**src/rtl/fifo_drain_if.sv**
```systemverilog
// Handshake bundle between fifo_drain, the 8-deep FIFO read port and the downstream consumer.
// master = the drain engine, slave = the FIFO/consumer side.
interface fifo_drain_if #(
   parameter int DATA_WIDTH = 32,
   parameter int CNT_WIDTH  = 4
);
   logic                  start;
   logic [CNT_WIDTH-1:0]  burst_len;
   logic                  fifo_empty;
   logic                  fifo_rd_ack;
   logic                  fifo_rd_err;
   logic [DATA_WIDTH-1:0] fifo_dout;
   logic                  fifo_re;
   logic [DATA_WIDTH-1:0] out_data;
   logic                  out_valid;
   logic                  out_ready;
   logic                  busy;
   logic                  done;
   logic                  err;
   logic [CNT_WIDTH-1:0]  words_left;

   modport master (
      input  start, burst_len, fifo_empty, fifo_rd_ack, fifo_rd_err, fifo_dout, out_ready,
      output fifo_re, out_data, out_valid, busy, done, err, words_left
   );

   modport slave (
      output start, burst_len, fifo_empty, fifo_rd_ack, fifo_rd_err, fifo_dout, out_ready,
      input  fifo_re, out_data, out_valid, busy, done, err, words_left
   );
endinterface

```
**src/rtl/fifo_drain.sv**
```systemverilog
// FIFO read-side burst engine: one fifo_re per word, ack/err one cycle later, word held on a valid/ready stream.
// Best case one word per 3 cycles; stalls in ISSUE while the FIFO is empty and in HOLD while out_ready is low.
module fifo_drain #(
   parameter int DATA_WIDTH = 32,
   parameter int CNT_WIDTH  = 4
) (
   input  logic         clk,
   input  logic         reset,
   fifo_drain_if.master bus
);

   typedef enum logic [2:0] {
      IDLE  = 3'b000,
      ISSUE = 3'b001,
      WAIT  = 3'b010,
      HOLD  = 3'b011,
      DONE  = 3'b100,
      ERR   = 3'b101
   } state_t;

   state_t state;
   state_t state_nxt;

   always_ff @(posedge clk) begin
      if (reset) begin
         state          <= IDLE;
         bus.out_data   <= '0;
         bus.out_valid  <= 1'b0;
         bus.words_left <= '0;
      end else begin
         state <= state_nxt;
         case (state)
            IDLE: begin
               if (bus.start) begin
                  bus.words_left <= bus.burst_len;
               end
            end
            WAIT: begin
               // an ack coinciding with err is treated as an error, so no capture
               if (bus.fifo_rd_ack && !bus.fifo_rd_err) begin
                  bus.out_data   <= bus.fifo_dout;
                  bus.out_valid  <= 1'b1;
                  bus.words_left <= bus.words_left - CNT_WIDTH'(1);
               end
            end
            HOLD: begin
               if (bus.out_ready) begin
                  bus.out_valid <= 1'b0;
               end
            end
            default: ;
         endcase
      end
   end

   always_comb begin
      state_nxt = state;
      case (state)
         IDLE: begin
            if (bus.start) begin
               state_nxt = (bus.burst_len != '0) ? ISSUE : DONE;
            end
         end
         ISSUE: begin
            if (!bus.fifo_empty) begin
               state_nxt = WAIT;
            end
         end
         WAIT: begin
            // a missing response is a protocol violation and aborts like an error
            if (bus.fifo_rd_ack && !bus.fifo_rd_err) begin
               state_nxt = HOLD;
            end else begin
               state_nxt = ERR;
            end
         end
         HOLD: begin
            if (bus.out_ready) begin
               state_nxt = (bus.words_left == '0) ? DONE : ISSUE;
            end
         end
         DONE:    state_nxt = IDLE;
         ERR:     state_nxt = IDLE;
         default: state_nxt = IDLE;
      endcase
   end

   assign bus.fifo_re = (state == ISSUE) && !bus.fifo_empty;
   assign bus.busy    = (state != IDLE);
   assign bus.done    = (state == DONE);
   assign bus.err     = (state == ERR);

endmodule

```
**src/flat_wrapper.sv**
```systemverilog
// flat-port wrapper written by rule: the top's interface ports become plain ports
module fifo_drain_flat 
#(
   parameter int DATA_WIDTH = 32,
   parameter int CNT_WIDTH  = 4
)
  (clk, reset, bus_start, bus_burst_len, bus_fifo_empty, bus_fifo_rd_ack, bus_fifo_rd_err, bus_fifo_dout, bus_out_ready, bus_fifo_re, bus_out_data, bus_out_valid, bus_busy, bus_done, bus_err, bus_words_left);
  fifo_drain_if #(.DATA_WIDTH(DATA_WIDTH), .CNT_WIDTH(CNT_WIDTH)) bus_i ();
  input  logic clk;
  input  logic reset;
  input wire logic [$bits(bus_i.start)-1:0] bus_start;
  input wire logic [$bits(bus_i.burst_len)-1:0] bus_burst_len;
  input wire logic [$bits(bus_i.fifo_empty)-1:0] bus_fifo_empty;
  input wire logic [$bits(bus_i.fifo_rd_ack)-1:0] bus_fifo_rd_ack;
  input wire logic [$bits(bus_i.fifo_rd_err)-1:0] bus_fifo_rd_err;
  input wire logic [$bits(bus_i.fifo_dout)-1:0] bus_fifo_dout;
  input wire logic [$bits(bus_i.out_ready)-1:0] bus_out_ready;
  output wire logic [$bits(bus_i.fifo_re)-1:0] bus_fifo_re;
  output wire logic [$bits(bus_i.out_data)-1:0] bus_out_data;
  output wire logic [$bits(bus_i.out_valid)-1:0] bus_out_valid;
  output wire logic [$bits(bus_i.busy)-1:0] bus_busy;
  output wire logic [$bits(bus_i.done)-1:0] bus_done;
  output wire logic [$bits(bus_i.err)-1:0] bus_err;
  output wire logic [$bits(bus_i.words_left)-1:0] bus_words_left;
  assign bus_i.start = bus_start;
  assign bus_i.burst_len = bus_burst_len;
  assign bus_i.fifo_empty = bus_fifo_empty;
  assign bus_i.fifo_rd_ack = bus_fifo_rd_ack;
  assign bus_i.fifo_rd_err = bus_fifo_rd_err;
  assign bus_i.fifo_dout = bus_fifo_dout;
  assign bus_i.out_ready = bus_out_ready;
  assign bus_fifo_re = bus_i.fifo_re;
  assign bus_out_data = bus_i.out_data;
  assign bus_out_valid = bus_i.out_valid;
  assign bus_busy = bus_i.busy;
  assign bus_done = bus_i.done;
  assign bus_err = bus_i.err;
  assign bus_words_left = bus_i.words_left;
  fifo_drain #(.DATA_WIDTH(DATA_WIDTH), .CNT_WIDTH(CNT_WIDTH)) u_core (.clk(clk), .reset(reset), .bus(bus_i));
endmodule
```
**config.mk**
```make
export PLATFORM = sky130hd
export DESIGN_NAME = fifo_drain_flat
export DESIGN_NICKNAME = d
export VERILOG_FILES = /design/src/rtl/fifo_drain_if.sv /design/src/rtl/fifo_drain.sv /design/src/flat_wrapper.sv
export SDC_FILE = /design/constraint.sdc
export NUM_CORES = 1
export LEC_CHECK = 0
export CAP_MARGIN = 20
export CORE_ASPECT_RATIO = 1.5
export CORE_MARGIN = 2
export CORE_UTILIZATION = 30
export DETAILED_ROUTE_END_ITERATION = 6
export GPL_ROUTABILITY_DRIVEN = 0
export PLACE_DENSITY = 0.72
export SLEW_MARGIN = 10
export SYNTH_ARGS = -nofsm -noshare
export SYNTH_HDL_FRONTEND = slang
export SYNTH_SLANG_ARGS = --single-unit
```
**constraint.sdc**
```tcl
create_clock -name clk -period 1.9 [get_ports clk]
set_clock_uncertainty 0.2 [all_clocks]
set_input_delay 0.57 -clock clk [delete_from_list [all_inputs] [get_ports clk]]
set_output_delay 0.57 -clock clk [all_outputs]
set_load 0.01 [all_outputs]
```
* After elaboration in Yosys (flattened, before gate mapping) *
Index checks and enable logic that the tools add are counted.
Widths: inputs -> output; s select.

word-level totals
  register bits = 40
  output and inout port bits = 41
  logic and storage cells = 41

cells by class
  $add $sub $neg = 1
  equality and inequality tests = 9
  muxes and demuxes = 13
  reductions and logical operators = 14

operator list
  kind                 number
  $mux 3               6
  $pmux 3 s4           1
  $reduce_and 3->1     3
  $mux 4               2
  $pmux 4 s2           1
  $eq 3x2->1 const B   2
  $eq 3x3->1 const B   2
  $ne 2x2->1 const B   3
  $logic_not 4->1      1
  $reduce_bool 2->1    2
  $reduce_bool 4->1    1
  $sub 4x1->4 const B  1
  $eq 3x1->1 const B   1
  $logic_not 3->1      1
  $reduce_bool 3->1    1
  $logic_and 1x1->1    2
  $logic_not 1->1      2
  $mux 1               2
  $ne 2x1->1 const B   1
  $pmux 1 s2           1
  $reduce_and 2->1     1

* Longest topological paths before layout *
Gate-level depths: netlist (run 1).

  word-level depth = 4
  mapped depth = 7
  gate-level depth less buffers = 6

* Worst setup path before layout (run 1) *
Ideal clock, no wire load.

  kind = reg2out
  from = register u_core.state[1]
  to = output port bus_busy
  arrival = 0.948 ns
  required time = 1.130 ns
  slack = 0.182 ns
  stages on the path, launching flop included = 5
  path buffers = 2
  cells stage by stage = dfxtp_1 -> buf_4 -> clkbuf_1 -> nor3_1 -> inv_1

on the way
  cells in the longest elaborated chain, start to end = 1

RTL lines
  what                      line                source
  start: declaration        fifo_drain.sv:21    state_t state;
  start signal: assignment  fifo_drain.sv:31    state <= state_nxt;
  $reduce_bool 3->1         fifo_drain.sv:89    assign bus.busy = (state != IDLE);
  end: declaration          flat_wrapper.sv:21  output wire logic [$bits(bus_i.busy)-1:0] bus_busy;

No other way between the ends.

* Worst setup path after layout (run 1) *
  from = register u_core.state[2]
  to = output port bus_fifo_re

on the way
  cells in the longest elaborated chain, start to end = 2

RTL lines
  what               line                source
  $eq 3x1->1         fifo_drain.sv:88    assign bus.fifo_re = (state == ISSUE) && !bus.fifo_empty;
  $logic_and 1x1->1  fifo_drain.sv:88
  end: declaration   flat_wrapper.sv:18  output wire logic [$bits(bus_i.fifo_re)-1:0] bus_fifo_re;

No other way between the ends.

==> flow_summary.yaml, run 1 <==
global_route:
  antenna_found_initial: 0
  grt_pass1_wl_um: 7550
  grt.total_usage_pct: 15.8
  grt_pass1_vias: 1719
  grt.overflow.total: 0
  grt_max_degree: 23
yosys:
  synth_top_cell_by_area: "dfxtp_1"
  ys_ff_latch: 40
  synthCells: 206
  syn_nets: 250
  netlist.area_leader.share_pct: 48.3
  ys_types: 34
  synth_area_leaders: "dfxtp_1 (48%), nand2_1 (16%), a21oi_1 (11%)"
  ys_seq_area_share_pct: 48.3
  synth_area_um2: 1660
  yosys_warnings: 0
  avgSynthCellArea_um2: 8.04
hold_path:
  hp-class: "register to register"
pwr:
  p_leak_nw: 1.23
  totalPowerFinal_mw: 2.10
  powerDensity_nw_per_um2: 752
  ir_drop_uv: 447
flow_run:
  maxCapViolations: 0
floorplan:
  rows: 33
  pin_count: 84
  die_h_um: 95.0
  start_util_pct: 30.6
  design.die.area_um2: 6140
  die_w_um: 64.7
  core_area_um2: 5410
worst_setup_path:
  cp.arrival_ns: 1.09
  crit_type: "register to output port"
  reg2reg_slack_ns: 0.13
  crit_path_end_kind: "output port"
  cp-start-kind: "register"
  required_ns: 1.13
  path_max_fanout: 4
routing:
  routedWlPerCell_um: 12.1
  via_count: 1791
  ant_nets: 0
  drtPass1Iterations: 4
  via_per_inst: 4.71
  drt_wl_total_um: 4620
  drcViolationCount: 0
  drt_iter0_markers: 37
clock_tree:
  clkTransAtPathRegs_ns: 0.07
  htree_levels: 2
  clk_latency_ns: 0.28
  cts.path.max_buffers: 2
  tritoncts: "built"
  cts_hold_buf: 0
  numCtsBuffers: 5
  cts.sink_count: 40
  cts_root_buffer: "clkbuf_8"
cells_and_area:
  num-fill-cells: 536
  antenna_cells: 0
  nNetsFinal: 354
  multi_input_area_um2: 806
  drive_above_1_share_pct: 16.8
  post-route-util_pct: 51.5
  regArea_um2: 811
  area_delta_synth_final_pct: 68.2
outcome:
  status: "finished, final reports clean"
timing:
  finalSetupViolCount: 0
  rsz0062_at_grt: "yes"
  max_freq_mhz: 538
  drv_slew: 0
  post-route-period-util_pct: 97.9
  slew-limit-headroom_pct: 74.1
  period_minus_slack_ns: 1.86
  hold_slack_ns: 0.251
  hold_viol: 0
  tns_ns: 0
  tightestPinTransition_ns: 0.385
placement:
  portBuffers: 83
  hpwl_um: 3400
## cells by family after synthesis
kind of cell | count (synthesis) | synth area share (%)
AND/OR/NAND/NOR | 92 | 24.6
AO/OA/AOI/OAI | 49 | 17.0
flip-flops | 40 | 48.3
buffers and inverters | 20 | 6.87
multiplexers | 4 | 2.42
adder cells (fa/ha/maj) | 1 | 0.755
## registers in the layout, summed over array words and instances (netlist names)
| register | flops |
|---|---|
| u_core.bus.words_left | 4 |
| u_core.state | 3 |
| u_core.bus.out_data | 32 |
| u_core.bus.out_valid | 1 |
## worst paths after layout
path                            cells after the start                 endpoint                    start
worst max-delay path                                3              bus_fifo_re          u_core.state[2]
worst min register to register                      2  u_core.bus.out_data[21]  u_core.bus.out_data[21]
worst max register to register                      7   u_core.bus.out_data[9]          u_core.state[2]
worst min-delay path                                2  u_core.bus.out_data[21]  u_core.bus.out_data[21]
## cell usage after synthesis
cell type and number:
nand2_1 69, dfxtp_1 40, a21oi_1 37, inv_1 6
buf_2 4, buf_6 4, clkbuf_1 4, mux2i_1 4
nor3_1 4, nand2b_1 3, nor2_1 3, o21ai_0 3
nand3_1 2, nor2b_1 2, nor4_1 2, a2111o_1 1
a21o_1 1, a2bb2o_1 1, a32oi_1 1, and2_1 1
and3b_1 1, buf_1 1, buf_4 1, ha_1 1
nand3b_1 1, nand4b_1 1, nor3b_1 1, nor3b_4 1
o2111ai_1 1, o211ai_1 1, o221a_2 1, o31ai_1 1
o32ai_1 1, or3_1 1
## metrics by stage
stage,setup WS (ns),instances,area (µm²)
after floorplan,0.182,206,1660
after global placement,-0.600,369,2660
after detailed placement,-0.598,369,2660
after CTS,-0.0128,379,2740
after global routing,-0.0265,380,2790
final,0.0402,380,2790
## timing repair
action / in CTS / in global routing
setup buffers: 3 / 1
pin swaps: 2 / 4
resized for setup: 64 / 9
setup endpoints to repair: 78 / 17
## metal layers
metal / wire, µm / vias to the layer above / global-route usage [%]
li1: - / 892 / -
met1: 1770 / 839 / 16.1
met2: 2530 / 52 / 30.4
met3: 216 / 8 / 3.31
met4: 97 / 0 / 7.45
met5: 0 / - / 0
## power by group
group	internal [mW]	switching [mW]
clock network	0.250	0.270
registers	0.888	0.0519
logic	0.353	0.282
## worst max-delay path: stages, from the launching register on
cell and delay [ns]:
dfxtp_4 0.36, nand2b_4 0.14, nor3_2 0.16, buf_2 0.15
## cell type report
cell class | count | area share [%]
Clock buffer | 6 | 2.60
Inverter | 6 | 0.808
Timing Repair Buffer | 111 | 35.2
Clock inverter | 1 | 0.180
Multi-Input combinational cell | 146 | 28.9
Tap cell | 70 | 3.14
Sequential cell | 40 | 29.1
## cells in the final DEF (no fill, tap or decap), types with 3 or more instances in the layout
cell             netlist  layout
clkbuf_8               0       5
inv_1                  6       6
mux2i_1                4       4
a21oi_1               37      37
clkdlybuf4s50_1        0      39
o21ai_0                3       3
nor2_1                 3       3
buf_4                  1      27
nand2_1               69      69
dlygate4sd2_1          0      38
dfxtp_1               40      36
buf_2                  4       3
No activity file was read; power rests on OpenSTA's default activity.
==> run 2, diff against run 1 <==
CORE_UTILIZATION = 39   (was 30)
PLACE_DENSITY = 0.88   (was 0.72)
==> run 2 against run 1 <==
Effect of this change:
- the run now ends with negative setup slack left
- largest cell class unchanged
- count of clock-buffer cells in the layout up 1
- sequential share of layout area decreased by 0.54 points
- power up 7.5%
- worst setup slack lost 0.11 ns
- critical path type is now input port to output port
- clock power up 11%
- flip-flop and latch count is the same
- die area shrank 22%
- non-clock buffer count grew 1
- global-route usage rose by 3.5 points
- cell count fell by 5.8%
- critical path depth did not move
- fmax decreased by 5.7%
==> flow_summary.yaml, run 2 (synthesized netlist as in run 1, its figures left out) <==
cells_and_area:
  reg_top3: "u_core.bus.out_data x32, u_core.bus.words_left x4, u_core.state x3"
  antenna_cells: 0
  nNetsFinal: 355
  largest_reg_flops: 32
  drive_above_1_share_pct: 17.9
  top_register: "u_core.bus.out_data"
  layout_common_cells: "nand2_1 (67), clkdlybuf4s50_1 (38), dlygate4sd2_1 (38)"
  area_delta_synth_final_pct: 71.1
  final_common_cell: "nand2_1"
  num-fill-cells: 369
worst_setup_path:
  reg2reg_slack_ns: 0.07
  reg2reg_from: "u_core.state[0]"
  crit_chain: "dlygate4sd2_1 > nor3_1 > buf_2"
  timing.rr.end: "u_core.bus.out_data[8]"
  required_ns: 1.13
  path_max_fanout: 2
  ff2ff_path_depth: 7
  crit_end: "bus_fifo_re"
  cpPeakStageDelay_ns: 0.25
  crit_start: "bus_fifo_empty"
  crit_type: "input port to output port"
  cp.arrival_ns: 1.20
  slowest_stage: "dlygate4sd2_1"
  critical_path_depth: 3
  cpLargestDelayFamily: "buffers and inverters"
  crit_path_end_kind: "output port"
  crit_buf_inv: 2
  cp-start-kind: "input port"
timing:
  max_freq_mhz: 507
  post-route-period-util_pct: 104
  period_minus_slack_ns: 1.97
  rsz0062_at_grt: "yes"
  slew-limit-headroom_pct: 77.6
  setup_slack_ns: -0.0720
  tightestPinTransition_ns: 0.333
  drv_slew: 0
  hold_viol: 0
  hold_slack_ns: 0.253
  finalSetupViolCount: 1
clock_tree:
  numCtsBuffers: 5
  cts.sink_count: 40
  cts_root_buffer: "clkbuf_8"
  cts_hold_buf: 0
  clk_latency_ns: 0.28
  clkTransAtPathRegs_ns: 0.07
  htree_levels: 2
  cts.path.max_buffers: 2
  tritoncts: "built"
flow_run:
  maxCapViolations: 0
floorplan:
  rows: 29
  pin_count: 84
  die_h_um: 83.8
  die_w_um: 57.2
  start_util_pct: 39.7
  design.die.area_um2: 4800
  core_area_um2: 4170
routing:
  drt_wl_total_um: 4950
  drcViolationCount: 0
  drt_iter0_markers: 40
  ant_nets: 0
  via_per_inst: 4.95
  via_count: 1773
  drtPass1Iterations: 5
  routedWlPerCell_um: 13.8
pwr:
  ir_drop_uv: 655
  totalPowerFinal_mw: 2.25
  power_frac_comb_pct: 33.0
  switching_share_pct: 28.8
  powerDensity_nw_per_um2: 794
  netSwitchingPower_mw: 0.648
  clockPowerShare_pct: 25.6
  p_leak_nw: 1.26
  seq_power_share_pct: 41.4
  power.internal_mw: 1.60
outcome:
  violations: "negative setup slack"
  status: "complete, but fails checks"
global_route:
  grt.met3_usage_pct: 5.58
  grt.overflow.total: 0
  gr-usage-met1_pct: 22.5
  grt_pass1_vias: 1727
  grt.total_usage_pct: 19.3
  grt-busiest-layer: "met2"
  grt_pass1_wl_um: 7530
  use_met2_pct: 33.5
  antenna_found_initial: 0
  grt_max_degree: 35
hold_path:
  hp-class: "register to register"
placement:
  portBuffers: 83
  hpwl_um: 3280
==> run 2: worst min path at each step <==
stage	from	end	slack, ns	cells past startpoint
after floorplan	u_core.bus.out_data[0]	u_core.bus.out_data[0]	0.28	2
after global placement	u_core.bus.out_data[17]	u_core.bus.out_data[17]	0.24	2
after detailed placement	u_core.bus.out_data[1]	u_core.bus.out_data[1]	0.25	2
after CTS	u_core.bus.out_data[1]	u_core.bus.out_data[1]	0.25	2
after global routing	u_core.bus.out_data[21]	u_core.bus.out_data[21]	0.27	2
final	u_core.bus.out_data[1]	u_core.bus.out_data[1]	0.25	2
==> run 2: cell type report <==
cell class / count / area [µm²] / share of cell area [%]
Tap cell: 46 / 57.6 / 2.03
Clock buffer: 7 / 86.3 / 3.05
Sequential cell: 40 / 810 / 28.6
Clock inverter: 1 / 7.51 / 0.265
Multi-Input combinational cell: 146 / 830 / 29.3
Inverter: 6 / 22.5 / 0.794
Timing Repair Buffer: 112 / 1020 / 36.1
==> run 2: stage by stage <==
stage	instances	util (%)	area, µm²	TNS, ns	setup slack [ns]
finish	358	67.9	2840	-0.0720	-0.0720
global route	358	67.9	2840	-0.209	-0.0787
detailed placement	342	62.9	2620	-9.92	-0.584
floorplan	206	-	1660	0	0.182
CTS	356	66.1	2760	-0.0221	-0.0204
global placement	342	62.9	2620	-8.28	-0.584
==> run 2: metal layers <==
metal,vias up,wire [µm]
li1,895,-
met1,814,1950
met2,58,2660
met3,6,298
met4,0,46
met5,-,0
==> run 2: repair_timing <==
item	in CTS	in global routing
pin swaps	4	6
gates resized for setup	68	11
gates cloned	0	1
buffers inserted	7	2
setup endpoints to repair	44	40
==> run 2: power groups by stage <==
stage	logic (mW)	registers (mW)	clock network, mW
finish	0.742	0.932	0.578
global route	0.798	0.936	0.634
CTS	0.709	0.930	0.592
detailed placement	0.594	0.945	0
global placement	0.577	0.943	0
floorplan	0.258	0.953	0
==> run 2: worst min-delay path, delay by kind of cell, from the launching register on <==
kind	cells	cell delay, ns
AOI/OAI and AO/OA	1	0.05
DFF	1	0.31
and+or+nand+nor	1	0.05
==> run 3, diff against run 2 <==
ABC_AREA = 1   (was default)
CELL_PAD_IN_SITES_DETAIL_PLACEMENT = 1   (was default)
CELL_PAD_IN_SITES_GLOBAL_PLACEMENT = 1   (was default)
CORE_UTILIZATION = 28   (was 39)
PLACE_DENSITY = 0.89   (was 0.88)
==> run 3 against run 2 <==
Effect of this change:
- critical endpoint is now u_core.bus.out_data[7]
- the run now ends clean
- die area grew 44%
- synthesized cell count grew 13%
- power increased by 13%
- fmax rose by 7.5%
- critical path type is now input port to register
- largest power group unchanged
- first-iteration DRC count up 75%
- routed wire length up 21%
- count of clock-buffer cells in the layout decreased by 2
- utilization decreased by 20 points
==> flow_summary.yaml, run 3 <==
yosys:
  netlist.area_leader.share_pct: 45.7
  synth_area_leaders: "dfxtp_1 (46%), nor2_1 (14%), o21ai_0 (8.3%)"
  synth_top_cell_by_area: "dfxtp_1"
  ys_ff_latch: 40
  ys_seq_area_share_pct: 45.7
  avgSynthCellArea_um2: 7.51
  synth.most_common_cell: "nor2_1"
  synth_area_um2: 1750
  synthArstFlopShare_pct: 0
  synthCells: 233
  ys_types: 21
  syn_nets: 277
  synth-edff-count: 0
  synthFlopType: "dfxtp_1"
  synth_commonest_cells: "nor2_1 (65), dfxtp_1 (40), o21ai_0 (29)"
  yosys_warnings: 0
clock_tree:
  htree_levels: 2
  cts_hold_buf: 0
  numCtsBuffers: 5
  tritoncts: "built"
  cts.sink_count: 40
  clkTransAtPathRegs_ns: 0.08
  clk_latency_ns: 0.30
  cts_root_buffer: "clkbuf_8"
  cts.path.max_buffers: 2
pwr:
  ir_drop_uv: 466
  p_leak_nw: 1.44
  powerDensity_nw_per_um2: 879
  totalPowerFinal_mw: 2.55
timing:
  period_minus_slack_ns: 1.83
  drv_slew: 0
  max_freq_mhz: 545
  post-route-period-util_pct: 96.6
  tns_ns: 0
  slew-limit-headroom_pct: 81.3
  finalSetupViolCount: 0
  hold_slack_ns: 0.298
  setup_slack_ns: 0.0654
  hold_viol: 0
  tightestPinTransition_ns: 0.279
hold_path:
  min_from: "u_core.bus.out_data[14]"
  hp-class: "register to register"
cells_and_area:
  reg_top3: "u_core.bus.out_data x32, u_core.bus.words_left x4, u_core.state x3"
  layout_common_cells: "nor2_1 (63), clkdlybuf4s50_1 (40), dlygate4sd2_1 (38)"
  drive_above_1_share_pct: 21.8
  final_common_cell: "nor2_1"
  antenna_cells: 0
  num-fill-cells: 758
  area_delta_synth_final_pct: 66.0
  largest_reg_flops: 32
  top_register: "u_core.bus.out_data"
  nNetsFinal: 378
worst_setup_path:
  path_max_fanout: 17
  cp.arrival_ns: 1.82
  cpLargestDelayFamily: "buffers and inverters"
  cp-start-kind: "input port"
  crit_start: "bus_fifo_rd_err"
  crit_type: "input port to register"
  crit_chain: "clkdlybuf4s50_1 > nor2_2 > inv_2 > nor2_8 > buf_12 > inv_6 > nor2_2 > nor2_1"
  crit_buf_inv: 4
  cp_common_cell: "nor2_2"
  required_ns: 1.89
  cpPeakStageDelay_ns: 0.41
  crit_path_end_kind: "register"
  reg2reg_from: "u_core.state[0]"
  slowest_stage: "clkdlybuf4s50_1"
floorplan:
  pin_count: 84
  die_w_um: 68.6
  core_area_um2: 6090
  start_util_pct: 28.8
  die_h_um: 101
  rows: 35
  design.die.area_um2: 6910
routing:
  drtPass1Iterations: 4
  via_count: 1909
  drt_iter0_markers: 70
  ant_nets: 0
  via_per_inst: 4.67
  routedWlPerCell_um: 14.6
  drt_wl_total_um: 5980
  drcViolationCount: 0
global_route:
  grt_pass1_wl_um: 8910
  grt.overflow.total: 0
  grt_max_degree: 35
  antenna_found_initial: 0
  grt.total_usage_pct: 16.9
  grt_pass1_vias: 1967
placement:
  portBuffers: 83
  hpwl_um: 4140
  place_ws_ns: -0.505
flow_run:
  maxCapViolations: 0
outcome:
  status: "finished, final reports clean"
run 3: cell count changes after synthesis, sizes merged, moves of 3 or more:
cell / change
o21ai: +37
inv: +12
buf: -4
nand3: +8
a21oi: -32
nand2: -49
nor2: +83
mux2i: -4
nand2b: -3
run 3: final cells by class:
class | instances | area (µm²) | area share [%]
flip-flops and latches | 40 | 808 | 27.8
multi-input cells | 166 | 830 | 28.6
clock buffers | 5 | 68.8 | 2.37
well taps | 74 | 92.6 | 3.19
clock inverters | 3 | 46.3 | 1.59
inverters | 18 | 82.6 | 2.84
repair buffers | 100 | 951 | 32.7
repair inverters | 3 | 26.3 | 0.904
run 3: metrics by stage:
| step | cells | util, % | area (µm²) |
|---|---|---|---|
| 4_1_cts | 402 | 46.1 | 2810 |
| 2_1_floorplan | 233 | - | 1750 |
| 3_3_place_gp | 393 | 44.3 | 2700 |
| 6_report | 409 | 47.7 | 2910 |
| 5_1_grt | 409 | 47.7 | 2910 |
| 3_5_place_dp | 393 | 44.3 | 2700 |
run 3: what timing repair did:
action,in CTS,in global routing
pin swaps,1,5
setup buffers,0,4
resized for setup,58,15
endpoints found under the setup margin,46,21
cloned,1,3
run 3: cells by family after synthesis:
family / count (synthesis) / share of synthesized area [%]
AOI/OAI and AO/OA: 46 / 13.5
adders and majority gates: 1 / 0.715
buffers and inverters: 27 / 8.51
DFF: 40 / 45.7
and+or+nand+nor: 119 / 31.5
run 3: worst reg2reg max path, stage by stage (launching register included):
cell and delay, ns:
dfxtp_4 0.37, inv_2 0.07, buf_4 0.11, nand3_4 0.14
nor2_8 0.30, buf_12 0.15, inv_6 0.08, nor2_2 0.09
nor2_1 0.05
run 3: where the power goes:
part	internal (mW)	switching (mW)
Sequential	0.926	0.0713
Combinational	0.380	0.452
Clock	0.396	0.328
run 3: path summary, 6_finish.rpt:
path / endpoint / slack (ns) / cells after the start
worst max-delay path: u_core.bus.out_data[7] / 0.07 / 8
worst min-delay path: u_core.bus.out_data[14] / 0.30 / 2
worst max register to register: u_core.bus.out_data[7] / 0.23 / 8
worst min register to register: u_core.bus.out_data[14] / 0.30 / 2
run 3: per-layer routing:
metal	wire length, µm	track usage (%)	vias up
met5	0	0	-
met4	72	5.23	0
met3	257	3.58	6
met2	3380	31.9	47
met1	2270	17.7	916
li1	-	-	940
